--- src/rtl/alu_op_sequencer.sv ---
// alu_op_sequencer: multi-cycle control sequencer sitting between register-file
// read and a 32-bit ALU. One MIPS instruction at a time is latched, decoded to
// ALU control, executed for one cycle, and reported with a single-cycle Done.
//
// Flow: IDLE -> DECODE -> EXECUTE -> WB -> IDLE (legal ops, 3 cycles to Done)
//       IDLE -> DECODE -> WB -> IDLE            (illegal ops, 2 cycles to Done)
//
// The ALU-facing outputs are registered and only ever updated on the
// DECODE->EXECUTE edge, so the ALU sees a single clean operand/control change
// per legal instruction.
module alu_op_sequencer (
    input  logic        Clk,
    input  logic        Reset,
    input  logic        Start,
    input  logic [5:0]  Opcode,
    input  logic [5:0]  Funct,
    input  logic [31:0] Rs_data,
    input  logic [31:0] Rt_data,
    input  logic [15:0] Imm,
    output logic [31:0] ALU_A,
    output logic [31:0] ALU_B,
    output logic        A_invert,
    output logic        B_negate,
    output logic [1:0]  Operation,
    input  logic [31:0] ALU_Result,
    input  logic        ALU_Zero,
    output logic        Busy,
    output logic        Done,
    output logic [31:0] Result,
    output logic        Branch_Taken,
    output logic        Illegal
);

    // Opcodes
    localparam logic [5:0] OpRtype = 6'h00;
    localparam logic [5:0] OpBeq   = 6'h04;
    localparam logic [5:0] OpBne   = 6'h05;
    localparam logic [5:0] OpAddi  = 6'h08;
    localparam logic [5:0] OpSlti  = 6'h0A;
    localparam logic [5:0] OpAndi  = 6'h0C;
    localparam logic [5:0] OpOri   = 6'h0D;
    localparam logic [5:0] OpLw    = 6'h23;
    localparam logic [5:0] OpSw    = 6'h2B;

    // R-type function codes
    localparam logic [5:0] FnAdd = 6'h20;
    localparam logic [5:0] FnSub = 6'h22;
    localparam logic [5:0] FnAnd = 6'h24;
    localparam logic [5:0] FnOr  = 6'h25;
    localparam logic [5:0] FnNor = 6'h27;
    localparam logic [5:0] FnSlt = 6'h2A;

    // ALU control words {A_invert, B_negate, Operation}
    localparam logic [3:0] CtlAnd = 4'b0000;
    localparam logic [3:0] CtlOr  = 4'b0001;
    localparam logic [3:0] CtlAdd = 4'b0010;
    localparam logic [3:0] CtlSub = 4'b0110;
    localparam logic [3:0] CtlSlt = 4'b0111;
    localparam logic [3:0] CtlNor = 4'b1100;

    typedef enum logic [1:0] {
        StIdle,
        StDecode,
        StExecute,
        StWb
    } state_e;

    state_e      state_q, state_d;

    // Instruction fields latched when a request is accepted
    logic [5:0]  opcode_q, opcode_d;
    logic [5:0]  funct_q, funct_d;
    logic [31:0] rs_q, rs_d;
    logic [31:0] rt_q, rt_d;
    logic [15:0] imm_q, imm_d;

    // ALU-facing registers
    logic [31:0] alu_a_q, alu_a_d;
    logic [31:0] alu_b_q, alu_b_d;
    logic [3:0]  ctrl_q, ctrl_d;

    // Completion status registers
    logic [31:0] result_q, result_d;
    logic        branch_q, branch_d;
    logic        illegal_q, illegal_d;

    // Decoder outputs (pure function of the latched instruction)
    logic        dec_legal;
    logic [3:0]  dec_ctrl;
    logic [31:0] dec_b;
    logic [31:0] imm_sext;
    logic [31:0] imm_zext;

    // Decode the latched instruction into ALU control and the B operand source.
    always_comb begin
        imm_sext  = {{16{imm_q[15]}}, imm_q};
        imm_zext  = {16'h0000, imm_q};
        dec_legal = 1'b1;
        dec_ctrl  = CtlAdd;
        dec_b     = rt_q;
        unique case (opcode_q)
            OpRtype: begin
                dec_b = rt_q;
                unique case (funct_q)
                    FnAdd:   dec_ctrl = CtlAdd;
                    FnSub:   dec_ctrl = CtlSub;
                    FnAnd:   dec_ctrl = CtlAnd;
                    FnOr:    dec_ctrl = CtlOr;
                    FnNor:   dec_ctrl = CtlNor;
                    FnSlt:   dec_ctrl = CtlSlt;
                    default: dec_legal = 1'b0;
                endcase
            end
            OpAddi: begin
                dec_ctrl = CtlAdd;
                dec_b    = imm_sext;
            end
            OpSlti: begin
                dec_ctrl = CtlSlt;
                dec_b    = imm_sext;
            end
            OpAndi: begin
                dec_ctrl = CtlAnd;
                dec_b    = imm_zext;
            end
            OpOri: begin
                dec_ctrl = CtlOr;
                dec_b    = imm_zext;
            end
            // Loads and stores only use the ALU for address generation
            OpLw, OpSw: begin
                dec_ctrl = CtlAdd;
                dec_b    = imm_sext;
            end
            OpBeq, OpBne: begin
                dec_ctrl = CtlSub;
                dec_b    = rt_q;
            end
            default: dec_legal = 1'b0;
        endcase
    end

    // Next-state and register-update logic for the sequencer.
    always_comb begin
        state_d   = state_q;
        opcode_d  = opcode_q;
        funct_d   = funct_q;
        rs_d      = rs_q;
        rt_d      = rt_q;
        imm_d     = imm_q;
        alu_a_d   = alu_a_q;
        alu_b_d   = alu_b_q;
        ctrl_d    = ctrl_q;
        result_d  = result_q;
        branch_d  = branch_q;
        illegal_d = illegal_q;

        unique case (state_q)
            StIdle: begin
                // Inputs are only sampled here; Start elsewhere is ignored.
                if (Start) begin
                    opcode_d = Opcode;
                    funct_d  = Funct;
                    rs_d     = Rs_data;
                    rt_d     = Rt_data;
                    imm_d    = Imm;
                    state_d  = StDecode;
                end
            end
            StDecode: begin
                if (dec_legal) begin
                    alu_a_d = rs_q;
                    alu_b_d = dec_b;
                    ctrl_d  = dec_ctrl;
                    state_d = StExecute;
                end else begin
                    // ALU outputs deliberately left untouched for illegal ops
                    result_d  = 32'h0;
                    branch_d  = 1'b0;
                    illegal_d = 1'b1;
                    state_d   = StWb;
                end
            end
            StExecute: begin
                result_d  = ALU_Result;
                illegal_d = 1'b0;
                if (opcode_q == OpBeq) begin
                    branch_d = ALU_Zero;
                end else if (opcode_q == OpBne) begin
                    branch_d = ~ALU_Zero;
                end else begin
                    branch_d = 1'b0;
                end
                state_d = StWb;
            end
            StWb: begin
                // Status flags are only meaningful alongside Done
                branch_d  = 1'b0;
                illegal_d = 1'b0;
                state_d   = StIdle;
            end
            default: state_d = StIdle;
        endcase
    end

    // State register.
    always_ff @(posedge Clk or posedge Reset) begin
        if (Reset) begin
            state_q <= StIdle;
        end else begin
            state_q <= state_d;
        end
    end

    // Latched instruction fields.
    always_ff @(posedge Clk or posedge Reset) begin
        if (Reset) begin
            opcode_q <= 6'h00;
            funct_q  <= 6'h00;
            rs_q     <= 32'h0;
            rt_q     <= 32'h0;
            imm_q    <= 16'h0;
        end else begin
            opcode_q <= opcode_d;
            funct_q  <= funct_d;
            rs_q     <= rs_d;
            rt_q     <= rt_d;
            imm_q    <= imm_d;
        end
    end

    // ALU operand and control registers.
    always_ff @(posedge Clk or posedge Reset) begin
        if (Reset) begin
            alu_a_q <= 32'h0;
            alu_b_q <= 32'h0;
            ctrl_q  <= 4'h0;
        end else begin
            alu_a_q <= alu_a_d;
            alu_b_q <= alu_b_d;
            ctrl_q  <= ctrl_d;
        end
    end

    // Completion status registers.
    always_ff @(posedge Clk or posedge Reset) begin
        if (Reset) begin
            result_q  <= 32'h0;
            branch_q  <= 1'b0;
            illegal_q <= 1'b0;
        end else begin
            result_q  <= result_d;
            branch_q  <= branch_d;
            illegal_q <= illegal_d;
        end
    end

    // Drive outputs straight from registered state.
    always_comb begin
        ALU_A        = alu_a_q;
        ALU_B        = alu_b_q;
        A_invert     = ctrl_q[3];
        B_negate     = ctrl_q[2];
        Operation    = ctrl_q[1:0];
        Busy         = (state_q != StIdle);
        Done         = (state_q == StWb);
        Result       = result_q;
        Branch_Taken = branch_q;
        Illegal      = illegal_q;
    end

endmodule
--- config.mk ---
export PLATFORM = sky130hd
export DESIGN_NAME = alu_op_sequencer
export DESIGN_NICKNAME = d
export VERILOG_FILES = /design/src/rtl/alu_op_sequencer.sv
export SDC_FILE = /design/constraint.sdc
export NUM_CORES = 1
export LEC_CHECK = 0
export ABC_AREA = 1
export CAP_MARGIN = 10
export CORE_MARGIN = 2
export CORE_UTILIZATION = 52
export DETAILED_ROUTE_END_ITERATION = 8
export GPL_TIMING_DRIVEN = 0
export PLACE_DENSITY = 0.85
export SLEW_MARGIN = 20
export SYNTH_ARGS = -nofsm -noshare
export SYNTH_HDL_FRONTEND = slang
export SYNTH_SLANG_ARGS = --single-unit
--- constraint.sdc ---
create_clock -name Clk -period 13 [get_ports Clk]
set_input_delay 1.3 -clock Clk [delete_from_list [all_inputs] [get_ports Clk]]
set_output_delay 1.3 -clock Clk [all_outputs]
set_load 0.01 [all_outputs]
==> impl_metrics.tcl <==
set metrics [dict create \
    post_synthesis_area_per_instance_sq_um 9.82 \
    worst_slew_margin_rel_pct 55.1 \
    power.density_cell_area_mw_per_mm2 233 \
    peak_ir_drop_on_the_vdd_network_mv 0.135 \
    synth.yosys.warnings 0 \
    core_sq_mm 0.0157 \
    grt_max_degree 109 \
    insertedDiodeCount 0 \
    first_global_vias 6419 \
    cts_num_sinks 196 \
    die_area_sq_mm 0.0170 \
    worstSetupEndpointType "output pin" \
    globalRouteOverflowTotal 0 \
    grt_first_pass_wirelength_mm 31.8 \
    final_common_cell "nand2_1" \
    floorplan.die.height_um 130 \
    root_buffer "clkbuf_16" \
    crit_path_start "state_q[0]$_DFFE_PP0P_" \
    finalCritPeriodShare_pct 24.1 \
    p_leak_nw 5.68 \
    track_usage_pct 24.5 \
    startpoint_type "flip-flop" \
    num-fill-cells 1144 \
    route.vias.total 6547 \
    ys_ff_latch 196 \
    clkSlewWorstSetupHoldPaths_ps 70 \
    drv_cap 0 \
    drt-wirelength-per-cell_um 15.4 \
    ys_types 30 \
    setup_repair_after_global_routing_missed_its_margin "false" \
    cts_setup_buffers 0 \
    grt_antenna_before_repair 0 \
    mappedNetlistNets 978 \
    finalHoldViolCount 0 \
    totalWireLength_mm 20.3 \
    floorplan.rows 46 \
    die-width_um 130 \
    top_cells_by_area_synth "dfrtp_1 (59%), nand2_1 (15%), mux2_2 (11%)" \
    worstPathRequired_ps 11700 \
    ctsHoldBuffers 0 \
    crit_type "flip-flop to output pin" \
    fin_setup_tns_ps 0 \
    ios 232 \
    worst_hold_slack_ps 465 \
    initial_utilization_pct 52.8 \
    outcome "finished, final reports clean" \
    syn2layout_area_growth_pct 38.3 \
    post_synth_inst_count 845 \
    tritoncts.num_buffers 17 \
    drt_first_iter_violations 346 \
    post_synth_instance_area_sq_mm 0.00830 \
    worstSkewPairLatency_ps 430 \
    ctsHtreeMaxLevel 4 \
    fmax_ghz 0.319 \
    cts_tree "yes" \
    totalPowerFinal_mw 2.68 \
    share_of_cells_above_drive_strength_1_pct 14.2 \
    netlist.top_cell.by_area "dfrtp_1" \
    non_filler_instances 1325 \
    final.setup_skew_ps 8.75 \
    critical_path_arrival_ps 1830 \
    gp_congestion 0.828 \
    post-dp-hpwl_mm 14.7 \
    yosysTopAreaCellShare_pct 59.1 \
    cells_resized_by_post_cts_repair 0 \
    mostFrequentLayoutCells "nand2_1 (327), clkdlybuf4s50_1 (231), dfrtp_1 (196), mux2_2 (81), inv_1 (50)" \
    seq_area_frac_synth_pct 59.1 \
    dpl.cell_count 1293 \
    min-delay-start "rs_q[5]$_DFFE_PP0P_" \
    cts_max_path_buffers 2 \
    ant_nets 0 \
    dr.pass1.iters 4 \
    regToRegStartpoint "state_q[0]$_DFFE_PP0P_" \
    final_nets 1229 \
    worstHoldPathType "flip-flop to flip-flop" \
    drc 0 \
    critPathMaxFanout 5 \
    io_buffers 231 \
    post-route-min-period_ps 3130 \
    report.final.setup_viol 0 \
    report.final.slew_viol_count 0 \
    tightest_slew_ps 673 \
    vias_per_cell 4.94 \
]
metrics by stage:
step                instance area [sq um]  utilization (%)  setup WS [ps]
floorplan                            8300                -           6360
global placement                    10900             69.2           3880
detailed placement                  10900             69.5           9410
CTS                                 11500             73.0           9840
global route                        11500             73.0           9740
finish                              11500             73.0           9870
final timing paths:
path                                               end  slack [ps]  depth (start not counted)
worst max-delay path                              Busy        9870                          4
worst min-delay path              ALU_A[5]$_DFFE_PP0P_         470                          2
worst max register to register  funct_q[5]$_DFFE_PP0P_       10510                          7
worst min register to register    ALU_A[5]$_DFFE_PP0P_         470                          2
max in group asynchronous        ALU_B[28]$_DFFE_PP0P_       10710                          3
min in group asynchronous          rs_q[8]$_DFFE_PP0P_        1360                          2
cell type report:
class	instances	area, sq um	share of cell area, %
plain buffers	45	260	2.27
clock inverters	12	104	0.905
flip-flops and latches	196	4900	42.7
repair buffers	232	2340	20.4
clock buffers	20	457	3.98
multi-input cells	550	2930	25.5
well taps	216	270	2.36
inverters	54	210	1.83
cell usage after synthesis:
library cell and n:
nor2_1 21, dfrtp_1 196, o21ai_0 19, inv_2 3
nand3b_1 2, nor3_2 1, buf_4 4, nor3_4 1
inv_1 51, nor2_4 1, mux2_2 81, nand4_1 4
o21ai_1 5, nand2_2 2, o21a_1 1, buf_2 19
clkbuf_1 14, nor3_1 2, nand3_1 40, nand2_1 327
buf_6 7, a21oi_2 1, nand3_2 2, buf_1 1
a211oi_1 1, nor2_2 2, nand2_4 1, ha_1 5
a21oi_1 30, o2111ai_1 1
kinds of logic (layout without fill, tap and decap cells):
group | Yosys count | in the layout | share of synthesized area (%)
mux | 81 | 81 | 11.0
simple gates | 406 | 406 | 19.9
fa+ha+maj | 5 | 5 | 0.754
flops | 196 | 196 | 59.1
buf+inv | 99 | 363 | 5.58
compound gates | 58 | 58 | 3.65
layer usage:
layer  part of all wire [%]  track usage, %  vias up
li1                       -               -     3183
met1                     40            29.4     3094
met2                     49            41.3      225
met3                    8.3            7.13       45
met4                    3.3            10.9        0
met5                      0               0        -
registers in the layout, summed over array words and instances, names as in the netlist, 2 cells and up:
| name | count |
|---|---|
| Result | 32 |
| rs_q | 32 |
| rt_q | 32 |
| ALU_B | 32 |
| ALU_A | 32 |
| funct_q | 6 |
| imm_q | 16 |
| state_q | 2 |
| ctrl_q | 4 |
| opcode_q | 6 |
power breakdown:
group / total [mW] / internal (mW) / switching [mW]
Clock: 0.504 / 0.275 / 0.229
Sequential: 1.06 / 0.896 / 0.164
Combinational: 1.11 / 0.562 / 0.550
Total: 2.68 / 1.73 / 0.943
critical path: stages (launching register included):
cell and delay, ps:
dfrtp_1 430, inv_1 120, ha_1 220, inv_1 80, clkdlybuf4s50_1 560
(Power assumes the default switching activity.)
